## src/rtl/run_controller_if.sv

```systemverilog
// Host program-load channel: valid/ready handshake carrying one 9-bit
// instruction word and its instruction memory address.
interface run_controller_if #(
  parameter int ADDR_W = 8
);
  logic              load_valid;
  logic              load_ready;
  logic [ADDR_W-1:0] load_addr;
  logic [8:0]        load_data;

  modport master (
    output load_valid, load_addr, load_data,
    input  load_ready
  );

  modport slave (
    input  load_valid, load_addr, load_data,
    output load_ready
  );
endinterface

```

## src/rtl/run_controller.sv

```systemverilog
// Launch sequencer: loads program words into instruction memory, pulses the
// processor start input, then watches Halt with an optional cycle watchdog.
module run_controller #(
  parameter int START_CYCLES = 2,
  parameter int ADDR_W       = 8
) (
  input  logic               CLK,
  input  logic               reset_n,
  run_controller_if.slave    load,
  input  logic               go,
  input  logic [31:0]        timeout_limit,
  output logic               imem_we,
  output logic [ADDR_W-1:0]  imem_addr,
  output logic [8:0]         imem_wdata,
  output logic               start,
  input  logic               Halt,
  output logic               busy,
  output logic               done,
  output logic               timed_out,
  output logic [31:0]        cycle_count,
  output logic [ADDR_W:0]    load_count
);

  typedef enum logic [1:0] {IDLE, START, RUN, DONE} state_t;

  localparam logic [3:0]      START_LAST = 4'(START_CYCLES - 1);
  localparam logic [ADDR_W:0] LOAD_MAX   = {1'b1, {ADDR_W{1'b0}}};
  localparam logic [ADDR_W:0] LOAD_ONE   = {{ADDR_W{1'b0}}, 1'b1};

  state_t     state, state_nxt;
  logic [3:0] start_cnt;
  logic       accept;
  logic       timeout_hit;

  // load_ready is gated by reset_n so the host never sees ready mid-reset.
  assign load.load_ready = reset_n && (state == IDLE);
  assign accept          = load.load_valid && load.load_ready;
  assign busy            = (state == START) || (state == RUN);
  assign timeout_hit     = (timeout_limit != 32'd0) && (cycle_count == timeout_limit);

  always_ff @(posedge CLK) begin
    if (!reset_n) state <= IDLE;
    else          state <= state_nxt;
  end

  // A load handshake in the same cycle as go takes priority; go is dropped.
  always_comb begin
    state_nxt = state;
    case (state)
      IDLE:    if (go && !accept)            state_nxt = START;
      START:   if (start_cnt == START_LAST)  state_nxt = RUN;
      RUN:     if (Halt || timeout_hit)      state_nxt = DONE;
      DONE:                                  state_nxt = IDLE;
      default:                               state_nxt = IDLE;
    endcase
  end

  always_ff @(posedge CLK) begin
    if (!reset_n) begin
      start       <= 1'b0;
      done        <= 1'b0;
      imem_we     <= 1'b0;
      imem_addr   <= '0;
      imem_wdata  <= '0;
      timed_out   <= 1'b0;
      cycle_count <= '0;
      load_count  <= '0;
      start_cnt   <= '0;
    end else begin
      start   <= (state_nxt == START);
      done    <= (state_nxt == DONE);
      imem_we <= accept;

      if (accept) begin
        imem_addr  <= load.load_addr;
        imem_wdata <= load.load_data;
        if (load_count != LOAD_MAX) load_count <= load_count + LOAD_ONE;
      end

      if (state == START) start_cnt <= start_cnt + 4'd1;
      else                start_cnt <= '0;

      // Halt has priority over the watchdog; neither advances the count.
      if (state == IDLE && state_nxt == START) begin
        cycle_count <= '0;
        timed_out   <= 1'b0;
      end else if (state == RUN && !Halt) begin
        if (timeout_hit) timed_out   <= 1'b1;
        else             cycle_count <= cycle_count + 32'd1;
      end
    end
  end

endmodule

```

## src/flat_wrapper.sv

```systemverilog
// flat-port wrapper written by rule: the top's interface ports become plain ports
module run_controller_flat 
#(
  parameter int START_CYCLES = 2,
  parameter int ADDR_W       = 8
)
  (CLK, reset_n, go, timeout_limit, imem_we, imem_addr, imem_wdata, start, Halt, busy, done, timed_out, cycle_count, load_count, load_load_valid, load_load_addr, load_load_data, load_load_ready);
  run_controller_if #(.ADDR_W(ADDR_W)) load_i ();
  input  logic CLK;
  input  logic reset_n;
  input  logic go;
  input  logic [31:0] timeout_limit;
  output logic imem_we;
  output logic [ADDR_W-1:0] imem_addr;
  output logic [8:0] imem_wdata;
  output logic start;
  input  logic Halt;
  output logic busy;
  output logic done;
  output logic timed_out;
  output logic [31:0] cycle_count;
  output logic [ADDR_W:0] load_count;
  input wire logic [$bits(load_i.load_valid)-1:0] load_load_valid;
  input wire logic [$bits(load_i.load_addr)-1:0] load_load_addr;
  input wire logic [$bits(load_i.load_data)-1:0] load_load_data;
  output wire logic [$bits(load_i.load_ready)-1:0] load_load_ready;
  assign load_i.load_valid = load_load_valid;
  assign load_i.load_addr = load_load_addr;
  assign load_i.load_data = load_load_data;
  assign load_load_ready = load_i.load_ready;
  run_controller #(.START_CYCLES(START_CYCLES), .ADDR_W(ADDR_W)) u_core (.CLK(CLK), .reset_n(reset_n), .load(load_i), .go(go), .timeout_limit(timeout_limit), .imem_we(imem_we), .imem_addr(imem_addr), .imem_wdata(imem_wdata), .start(start), .Halt(Halt), .busy(busy), .done(done), .timed_out(timed_out), .cycle_count(cycle_count), .load_count(load_count));
endmodule
```

## config.mk

```make
export PLATFORM = sky130hd
export DESIGN_NAME = run_controller_flat
export DESIGN_NICKNAME = d
export VERILOG_FILES = /design/src/rtl/run_controller_if.sv /design/src/rtl/run_controller.sv /design/src/flat_wrapper.sv
export SDC_FILE = /design/constraint.sdc
export NUM_CORES = 1
export LEC_CHECK = 0
export ABC_AREA = 1
export CORE_MARGIN = 1.5
export CORE_UTILIZATION = 40
export CTS_BUF_LIST = sky130_fd_sc_hd__clkbuf_16
export CTS_CLUSTER_SIZE = 25
export DETAILED_ROUTE_END_ITERATION = 7
export GPL_TIMING_DRIVEN = 0
export PLACE_DENSITY = 0.68
export SYNTH_ARGS = -nofsm -noshare
export SYNTH_HDL_FRONTEND = slang
export SYNTH_SLANG_ARGS = --single-unit
export TNS_END_PERCENT = 5
```

## constraint.sdc

```tcl
create_clock -name CLK -period 2.12 [get_ports CLK]
set_input_delay 0.212 -clock CLK [delete_from_list [all_inputs] [get_ports CLK]]
set_output_delay 0.212 -clock CLK [all_outputs]
set_load 0.005 [all_outputs]
```

Word level (Yosys, flattened, before mapping)
Cells that the tools add are included.

Equality and inequality tests: 8. Bitwise gates (word level): 2. Add/subtract/negate cells: 3. Reduce and logical (&&, ||, !) cells: 17. Multiplexer cells: 4.

Operators by type and width (count): adder 32 x 1 -> 32 bit, second input constant (1); equality test 32 bit (1); nonzero test 32 bit (1); adder 9 x 1 -> 9 bit, second input constant (1); inequality test 9 bit, second input constant (1); one-hot mux 2 bit (4 select lines) (1); AND reduction 2 bit (4); equality test 2 bit, second input constant (3); logical AND 1 bit (6); two-way mux 2 bit (3); adder 4 x 1 -> 4 bit, second input constant (1); equality test 2 x 1 -> 1 bit, second input constant (2); equality test 4 x 1 -> 1 bit, second input constant (1); zero test 1 bit (2); zero test 2 bit (1); logical OR 1 bit (2); NOT 1 bit (2); OR reduction 2 bit (1).

Bits of input ports: 54. Register bits after elaboration: 68. Output and inout bits: 64. Word-level logic and storage cells: 44.

Longest topological paths before layout
Gate-level depths: netlist (run 1).

Depth after elaboration: 10. Mapped depth: 15. Depth with buffers taken out: 14.

Worst setup path before layout (run 1)
OpenSTA, ideal clock, no wires.

Path kind: reg2reg. Start: reg u_core.state[0]. End: reg u_core.cycle_count[15]. Period minus slack after synthesis: 1.778 ns. Required time: 2.010 ns. Buffers on the path: 1. Arrival time: 1.668 ns. Library setup time: 0.110 ns. Path slack: 0.342 ns. Cell stages (with the launch flop): 16. Path through: dfxtp_1 -> inv_1 -> ha_1 -> nand2_1 -> inv_1 -> nand2_4 -> nand2_1 -> nand2_1 -> nand2_1 -> nand2_1 -> inv_1 -> nor2_1 -> nand3_2 -> nand2_4 -> buf_12 -> nor2_2.

Longest elaborated chain between the ends: 10. Elaborated cells between the ends (all ways): 17. Those cells by class: eq/ne (4); mux (4); reduce/logical (9).

Ends and longest elaborated chain: from (decl) (line run_controller.sv:30) `state_t state, state_nxt;`; from (signal assigned) (line run_controller.sv:43) `else state <= state_nxt;`; zero test 2 bit (line run_controller.sv:36) `assign load.load_ready = reset_n && (state == IDLE);`; logical AND 1 bit (line run_controller.sv:36); via load_load_ready (line flat_wrapper.sv:26) `output wire logic [$bits(load_i.load_ready)-1:0] load_load_ready;`; logical AND 1 bit (line run_controller.sv:37) `assign accept = load.load_valid && load.load_ready;`; zero test 1 bit (line run_controller.sv:50) `IDLE: if (go && !accept) state_nxt = START;`; logical AND 1 bit (line run_controller.sv:50); two-way mux 2 bit (line run_controller.sv:50); one-hot mux 2 bit (4 select lines) (line run_controller.sv:49) `case (state)`; equality test 2 x 1 -> 1 bit (line run_controller.sv:84) `if (state == IDLE && state_nxt == START) begin`; logical AND 1 bit (line run_controller.sv:84); OR reduction 2 bit (no line); to (signal assigned) (line run_controller.sv:89) `else cycle_count <= cycle_count + 32'd1;`; to (decl) (line run_controller.sv:20) `output logic [31:0] cycle_count,`.

The timed path passes the listed nets, and every way through them passes these cells. A chain may end at the register's enable or synchronous reset.

Worst setup path after layout (run 1)
Start: reg u_core.cycle_count[0]. End: reg u_core.cycle_count[24].

Longest elaborated chain between the ends: 8. Elaborated cells between the ends (all ways): 11. Those cells by class: add/sub (1); eq/ne (2); mux (2); bitwise (1); reduce/logical (5).

Ends and longest elaborated chain: equality test 32 bit (line run_controller.sv:39) `assign timeout_hit = (timeout_limit != 32'd0) && (cycle_count == timeout_limit);`; logical AND 1 bit (line run_controller.sv:39); logical OR 1 bit (line run_controller.sv:52) `RUN: if (Halt || timeout_hit) state_nxt = DONE;`; two-way mux 2 bit (line run_controller.sv:52); one-hot mux 2 bit (4 select lines) (line run_controller.sv:49); equality test 2 x 1 -> 1 bit (line run_controller.sv:84); logical AND 1 bit (line run_controller.sv:84); OR reduction 2 bit (no line).

Several ways; a longest one is shown, not always the timed one.

==> results.tsv, run 1 <==
stage	metric	value	unit
synthesis	Synth Warn #	0	
global_route	first-pass GRT wire length	19.95	mm
critical_path	Critical path destination	u_core.cycle_count[24]	
floorplanning	Die X	107.3	um
drt	DR vias	4406	
hold_path	HP Class	in2reg	
global_route	largest net degree at the start of global routing	14	
critical_path	crit path cell chain	ha_1 > nand3_1 > nor2_1 > inv_1 > nor2_2 > nand4_1 > xor2_1 > nand3_1 > nand2_1 > inv_1 > nor2_2	
critical_path	delay-heaviest family, CP	simple AND/OR/NAND/NOR gates	
layout	combined area of the multi-input logic cells	2521	um^2
critical_path	crit path launch	u_core.cycle_count[0]	
synthesis	flops & latches, synth	68	
clocking	Max clock buf depth	2	
drt	drt first-iter violations	181	
floorplanning	Die Ht	107.3	um
clocking	root buffer cell	clkbuf_16	
critical_path	CP arrival	2.25	ns
critical_path	worst-path maximum fanout	6	
critical_path	startpoint types	register	
power_and_ir_drop	Leak	2.357	nW
critical_path	Crit path depth	11	
layout	layout cell share with drive strength beyond 1	11.86	%
sta	Final period util	92.72	%
critical_path	R2R setup slack	0.15	ns
clocking	Worst-path clk slew	0.06	ns
placement	Post-DP HPWL	9.458	mm
critical_path	reg2reg start	u_core.cycle_count[0]	
drt	via/cell ratio	4.789	
power_and_ir_drop	maximum VDD drop	0.5303	mV
power_and_ir_drop	Pwr Density	742.7	nW/um^2
floorplanning	starting density of the core	41.59	%
clocking	H-tree depth	3	
synthesis	Gate Count Post-Synth	649	
drt	# DRC	0	
clocking	CTS tree	yes	
layout	fin area	6061	um^2
drt	antenna viol nets, final	0	
floorplanning	core area	10460	um^2
sta	Clock Skews	0.004713	ns
synthesis	synthesized cell area	4352	um^2
run_status	status	finished clean	
layout	fin cells	920	
drt	Routed WL	12.36	mm
hold_path	min-delay src	reset_n	
clocking	CTS Buf Count	9	
placement	Placed Instances	901	
placement	GPL Wtd Cong	0.9285	
drt	Routed WL per cell	13.43	um
synthesis	sequential-to-total area share from yosys stat	31.28	%
placement	Area after DPL	5683	um^2
floorplanning	IO Pins	118	
sta	worst-margin pin slew	0.5335	ns
floorplanning	Site Rows	37	
sta	f_max	0.5088	GHz
sta	fin. max-slew vios	0	
sta	Worst slew margin	64.44	%
synthesis	synth unique cells	30	
critical_path	slowest stage cell, crit path	dfxtp_2	
clocking	clk sinks	68	
layout	register area	1373	um^2
synthesis	syn_nets	713	
critical_path	r2r worst-path depth	11	
critical_path	WP buf/inv	2	
floorplanning	die area	11510	um^2
power_and_ir_drop	Tot Pwr	4.502	mW
sta	setup TNS	0	ns
critical_path	worst r2r dst	u_core.cycle_count[24]	
placement	IO Port Bufs	116	
critical_path	Critical Path Sink Type	register	
synthesis	Avg Inst Size Synth	6.705	um^2
sta	Period minus WS final	1.966	ns
layout	Area growth, synth to finish	39.28	%
layout	Nets	843	
clocking	Clock Latency Late Sink	0.34	ns
sta	Hold Vio Cnt, Final	0	
global_route	total congestion overflow	0	
drt	first drt pass iteration count	4	
critical_path	worst endpoint required time	2.40	ns
flow_run	Max Cap Violations	0	
global_route	vias in the first global route	4202	
critical_path	CP max stage delay	0.40	ns
global_route	gr usage total	22.28	%
critical_path	CP Class	reg2reg	
layout	Filler Cell Count	1020	
sta	final setup vio count	0	
global_route	number of antenna violations at the first check in global routing	0	
clocking	Post-CTS Hold Buffers	0	
layout	ant diodes	0	
==> per-layer routing <==
metal | GRT usage, % | share of wire [%]
met4 | 7.238 | 1.5
met2 | 39.44 | 49
met1 | 25.66 | 42
met5 | 0 | 0
met3 | 6.356 | 7.5
==> layout make-up <==
class | instances | share of cell area, %
Tap cell | 136 | 2.808
Inverter | 85 | 5.264
Timing Repair Buffer | 119 | 19.82
Multi-Input combinational cell | 477 | 41.60
Clock buffer | 9 | 3.716
Clock inverter | 7 | 1.239
Buffer | 19 | 2.911
Sequential cell | 68 | 22.65
==> worst min-delay path, stage by stage <==
cell	delay (ns)
buf_2	0.18
o21ai_0	0.10
a21oi_1	0.04
==> where the power goes <==
| part | total (mW) | leakage (nW) | internal (mW) | switching, mW |
|---|---|---|---|---|
| clock network | 1.54 | 0.144 | 0.917 | 0.622 |
| logic | 1.47 | 1.66 | 0.701 | 0.765 |
| registers | 1.50 | 0.556 | 1.41 | 0.0848 |
==> placed cells by master, fill, tap and decap left out, types with 9 or more instances in the layout <==
| master | count |
|---|---|
| nand2_1 | 189 |
| clkdlybuf4s50_1 | 116 |
| inv_1 | 84 |
| nand3_1 | 62 |
| dfxtp_1 | 59 |
| nor2_1 | 51 |
| xnor2_1 | 35 |
| nor2_2 | 35 |
| nor3_1 | 25 |
| xor2_1 | 21 |
| ha_1 | 10 |
| clkbuf_16 | 10 |
| dfxtp_2 | 9 |
==> kinds of logic (layout without fill, tap and decap cells) <==
group | Yosys count | count (layout) | share of synthesized area (%)
compound gates | 19 | 19 | 2.386
xor+xnor | 57 | 57 | 11.64
fa+ha+maj | 10 | 10 | 2.875
buf+inv | 104 | 239 | 11.36
flops | 68 | 68 | 31.28
simple gates | 391 | 391 | 40.45
==> state kept, by name, summed over array words and instances (netlist names) <==
register            cells
u_core.cycle_count     32
u_core.done             1
u_core.imem_addr        8
u_core.imem_wdata       9
u_core.imem_we          1
u_core.load_count       9
u_core.start            1
u_core.start_cnt        4
u_core.state            2
u_core.timed_out        1
==> synth_stat cells (all sizes together) <==
master  number  area [um^2]
nor2        87        404.1
ha          10        125.1
clkbuf       5        18.77
xnor2       36        322.8
o21bai       1        7.510
a31oi        2        12.51
o21ai        8        40.04
buf         14        156.4
nor3b        2        15.01
nand3       68        365.4
dfxtp       68         1361
a21oi        7        35.03
nor4         5        31.28
or2          1        6.260
inv         85        319.1
nand2      195        759.5
nor3        26        135.1
a211o        1        8.760
nand4        7        43.79
xor2        21        183.9
==> worst min path at each step <==
stage	endpoint	slack, ns	cells past startpoint
after detailed placement	u_core.imem_addr[3]	0.46	2
after global placement	u_core.start_cnt[0]	0.44	1
after global routing	u_core.load_count[0]	0.26	3
final	u_core.load_count[1]	0.23	3
after floorplan	u_core.imem_addr[0]	0.32	2
after CTS	u_core.load_count[1]	0.23	3
==> stage by stage <==
step	utilization (%)	hold slack [ns]	worst slack (ns)
after floorplan	-	0.3225	0.3423
after global placement	54.32	0.4433	-0.2088
after detailed placement	54.32	0.4590	-0.2398
after CTS	57.19	0.2308	0.006472
after global routing	57.93	0.2638	-0.0002380
final	57.93	0.2336	0.1544
==> repair_timing <==
action                     CTS  global route
setup endpoints to repair    0            34
buffers inserted             0             2
resized for setup            0            20
No activity file was read; power rests on OpenSTA's default activity.
==> run 2, diff against run 1 <==
--- a/config.mk
+++ b/config.mk
@@ -9,7 +9,7 @@
 export CORE_MARGIN = 1.5
 export CORE_UTILIZATION = 40
 export CTS_BUF_LIST = sky130_fd_sc_hd__clkbuf_16
-export CTS_CLUSTER_SIZE = 25
+export CTS_CLUSTER_SIZE = 40
 export DETAILED_ROUTE_END_ITERATION = 7
 export GPL_TIMING_DRIVEN = 0
 export PLACE_DENSITY = 0.68
==> constraint.sdc (replaced) <==
create_clock -name CLK -period 2.36 [get_ports CLK]
set_input_delay 0.236 -clock CLK [delete_from_list [all_inputs] [get_ports CLK]]
set_output_delay 0.236 -clock CLK [all_outputs]
set_load 0.005 [all_outputs]
==> run 2 against run 1 <==
Effect of this change:
- cell count shrank 0.33%
- maximum frequency shrank 7.8%
- core utilization shrank 0.74 points
- die area is the same
- register-to-register slack gained 0.07 ns
- critical path depth is the same
- routed wire length shrank 1.1%
- design area shrank 1.3%
- clock skew is essentially flat
- count of clock-buffer cells in the layout is the same
- worst setup slack gained 0.073 ns
- highest routed layer unchanged
==> results.tsv, run 2 (same netlist as run 1, synthesis figures left out) <==
stage	metric	value	unit	change
run_status	status	finished clean		unchanged
drt	DR vias	4364		was 4406
sta	Hold Vio Cnt, Final	0		unchanged
drt	# DRC	0		unchanged
power_and_ir_drop	maximum VDD drop	0.4757	mV	was 0.5303 mV
floorplanning	starting density of the core	41.59	%	unchanged
floorplanning	Die Ht	107.3	um	unchanged
critical_path	startpoint types	register		unchanged
floorplanning	die area	11510	um^2	unchanged
clocking	root buffer cell	clkbuf_16		unchanged
clocking	Max clock buf depth	2		unchanged
drt	drt first-iter violations	177		was 181
global_route	first-pass GRT wire length	19.95	mm	unchanged
layout	Filler Cell Count	1031		was 1020
placement	IO Port Bufs	116		unchanged
layout	Largest regs	u_core.cycle_count (32), u_core.imem_wdata (9), u_core.load_count (9)		unchanged
layout	most frequent cells in the layout	nand2_1, clkdlybuf4s50_1, inv_1		unchanged
power_and_ir_drop	Pwr Density	661.0	nW/um^2	was 742.7 nW/um^2
drt	via/cell ratio	4.759		was 4.789
sta	setup TNS	0	ns	unchanged
critical_path	CP Class	reg2reg		unchanged
power_and_ir_drop	Comb pwr share	31.2	%	was 32.6%
sta	WHS	0.2586	ns	was 0.2336 ns
global_route	total congestion overflow	0		unchanged
critical_path	worst-path maximum fanout	6		unchanged
sta	f_max	0.4689	GHz	was 0.5088 GHz
clocking	CTS Buf Count	9		unchanged
clocking	H-tree depth	3		unchanged
drt	Routed WL per cell	13.32	um	was 13.43 um
critical_path	Critical path destination	u_core.cycle_count[24]		unchanged
power_and_ir_drop	Leak	2.328	nW	was 2.357 nW
placement	GPL Wtd Cong	0.9285		unchanged
clocking	Post-CTS Hold Buffers	0		unchanged
clocking	CTS resizes	0		unchanged
critical_path	CP arrival	2.41	ns	was 2.25 ns
sta	Period minus WS final	2.133	ns	was 1.966 ns
power_and_ir_drop	sequential power share	33.9	%	was 33.2%
clocking	Worst-path clk slew	0.06	ns	about the same
floorplanning	IO Pins	118		unchanged
power_and_ir_drop	sw frac	32.69	%	was 32.70%
layout	ant diodes	0		unchanged
critical_path	crit path launch	u_core.cycle_count[0]		unchanged
power_and_ir_drop	switching power	1.293	mW	was 1.472 mW
critical_path	worst r2r dst	u_core.cycle_count[24]		unchanged
critical_path	R2R setup slack	0.23	ns	was 0.15 ns
sta	fin. max-slew vios	0		unchanged
power_and_ir_drop	Tot Pwr	3.955	mW	was 4.502 mW
layout	max FFs per register	32		unchanged
critical_path	reg2reg start	u_core.cycle_count[0]		unchanged
sta	Final period util	90.37	%	was 92.72%
global_route	gr usage total	22.28	%	unchanged
critical_path	crit path cell chain	ha_1 > nand3_1 > nor2_1 > inv_1 > nor2_1 > nand4_1 > xor2_1 > nand3_1 > nand2_1 > inv_1 > nor2_2		was ha_1 > nand3_1 > nor2_1 > inv_1 > nor2_2 > nand4_1 > xor2_1 > nand3_1 > nand2_1 > inv_1 > nor2_2
floorplanning	Site Rows	37		unchanged
hold_path	HP Class	in2reg		unchanged
drt	first drt pass iteration count	4		unchanged
clocking	Setup Buffers After CTS	0		unchanged
layout	most common cell after layout, fill and taps aside	nand2_1		unchanged
sta	worst-margin pin slew	0.5443	ns	was 0.5335 ns
flow_run	Max Cap Violations	0		unchanged
drt	Routed WL	12.22	mm	was 12.36 mm
global_route	largest net degree at the start of global routing	14		unchanged
global_route	met2 usage	39.44	%	unchanged
clocking	CTS tree	yes		unchanged
global_route	M1 GR Usage	25.66	%	unchanged
layout	Area growth, synth to finish	37.49	%	was 39.28%
global_route	vias in the first global route	4202		unchanged
layout	Final Util	57.19	%	was 57.93%
floorplanning	Die X	107.3	um	unchanged
global_route	gr busiest metal	met2		unchanged
critical_path	r2r worst-path depth	11		unchanged
layout	Top reg by flops	u_core.cycle_count		unchanged
global_route	GR Util met3	6.356	%	unchanged
clocking	clk sinks	68		unchanged
floorplanning	core area	10460	um^2	unchanged
placement	Post-DP HPWL	9.458	mm	unchanged
drt	antenna viol nets, final	0		unchanged
critical_path	slowest stage cell, crit path	dfxtp_1		was dfxtp_2
global_route	number of antenna violations at the first check in global routing	0		unchanged
sta	final setup vio count	0		unchanged
critical_path	worst endpoint required time	2.64	ns	was 2.40 ns
power_and_ir_drop	Internal	2.662	mW	was 3.029 mW
power_and_ir_drop	clock share of power	35.0	%	was 34.2%
critical_path	Crit path depth	11		unchanged
critical_path	delay-heaviest family, CP	simple AND/OR/NAND/NOR gates		unchanged
critical_path	Critical Path Sink Type	register		unchanged
sta	Clock Skews	0.004590	ns	was 0.004713 ns
layout	Nets	840		was 843
clocking	Clock Latency Late Sink	0.34	ns	about the same
sta	Worst slew margin	63.72	%	was 64.44%
layout	layout cell share with drive strength beyond 1	9.219	%	was 11.86%
sta	RSZ-0062 raised after global routing	no		
critical_path	WP buf/inv	2		unchanged
critical_path	CP max stage delay	0.47	ns	was 0.40 ns
[run 2: cell count changes in the layout (fill, tap and decap cells not counted), moves of 2 or more]
cell / change
dfxtp_1: +9
dfxtp_2: -9
nor2_1: +5
nor2_2: -4
buf_4: -2
[run 2: worst min-delay path: stages]
cell and delay (ns):
buf_2 0.18, o21ai_0 0.10, a21oi_1 0.04
[run 2: stage by stage]
stage	instances	cell area, um^2	setup WS [ns]
6_report	917	5983	0.2272
3_3_place_gp	901	5683	0.007217
4_1_cts	917	5983	0.2465
2_1_floorplan	649	4352	0.5823
5_1_grt	917	5983	0.04519
3_5_place_dp	901	5683	-0.02377
[run 2: area by class of cell]
| type | count | area, um^2 | share of cell area, % |
|---|---|---|---|
| Sequential cell | 68 | 1361 | 22.75 |
| Inverter | 85 | 319.1 | 5.332 |
| Multi-Input combinational cell | 477 | 2496 | 41.72 |
| Timing Repair Buffer | 116 | 1161 | 19.41 |
| Tap cell | 136 | 170.2 | 2.844 |
| Clock inverter | 7 | 75.07 | 1.255 |
| Buffer | 19 | 175.2 | 2.928 |
| Clock buffer | 9 | 225.2 | 3.764 |
[run 2: power groups by stage]
stage               Combinational (mW)  Clock (mW)  Sequential (mW)
floorplan                        0.734           0             1.36
finish                            1.23        1.38             1.34
global route                      1.36        1.46             1.36
detailed placement                1.24           0             1.36
global placement                  1.22           0             1.36
CTS                               1.25        1.41             1.34
[run 2: worst min-delay path by stage]
stage,startpoint,endpoint,slack (ns),cells past startpoint
after floorplan,load_load_addr[0],u_core.imem_addr[0],0.35,2
after global placement,u_core.start_cnt[0],u_core.start_cnt[0],0.44,1
after detailed placement,u_core.imem_addr[3],u_core.imem_addr[3],0.46,2
after CTS,reset_n,u_core.load_count[1],0.25,3
after global routing,reset_n,u_core.load_count[0],0.29,3
final,reset_n,u_core.load_count[1],0.26,3
[run 2: routing by layer]
layer  vias to the layer above  share of wire (%)
li1                       2262                  -
met5                         -                  0
met1                      1956                 42
met3                        14                7.4
met2                       132                 49
met4                         0                1.7
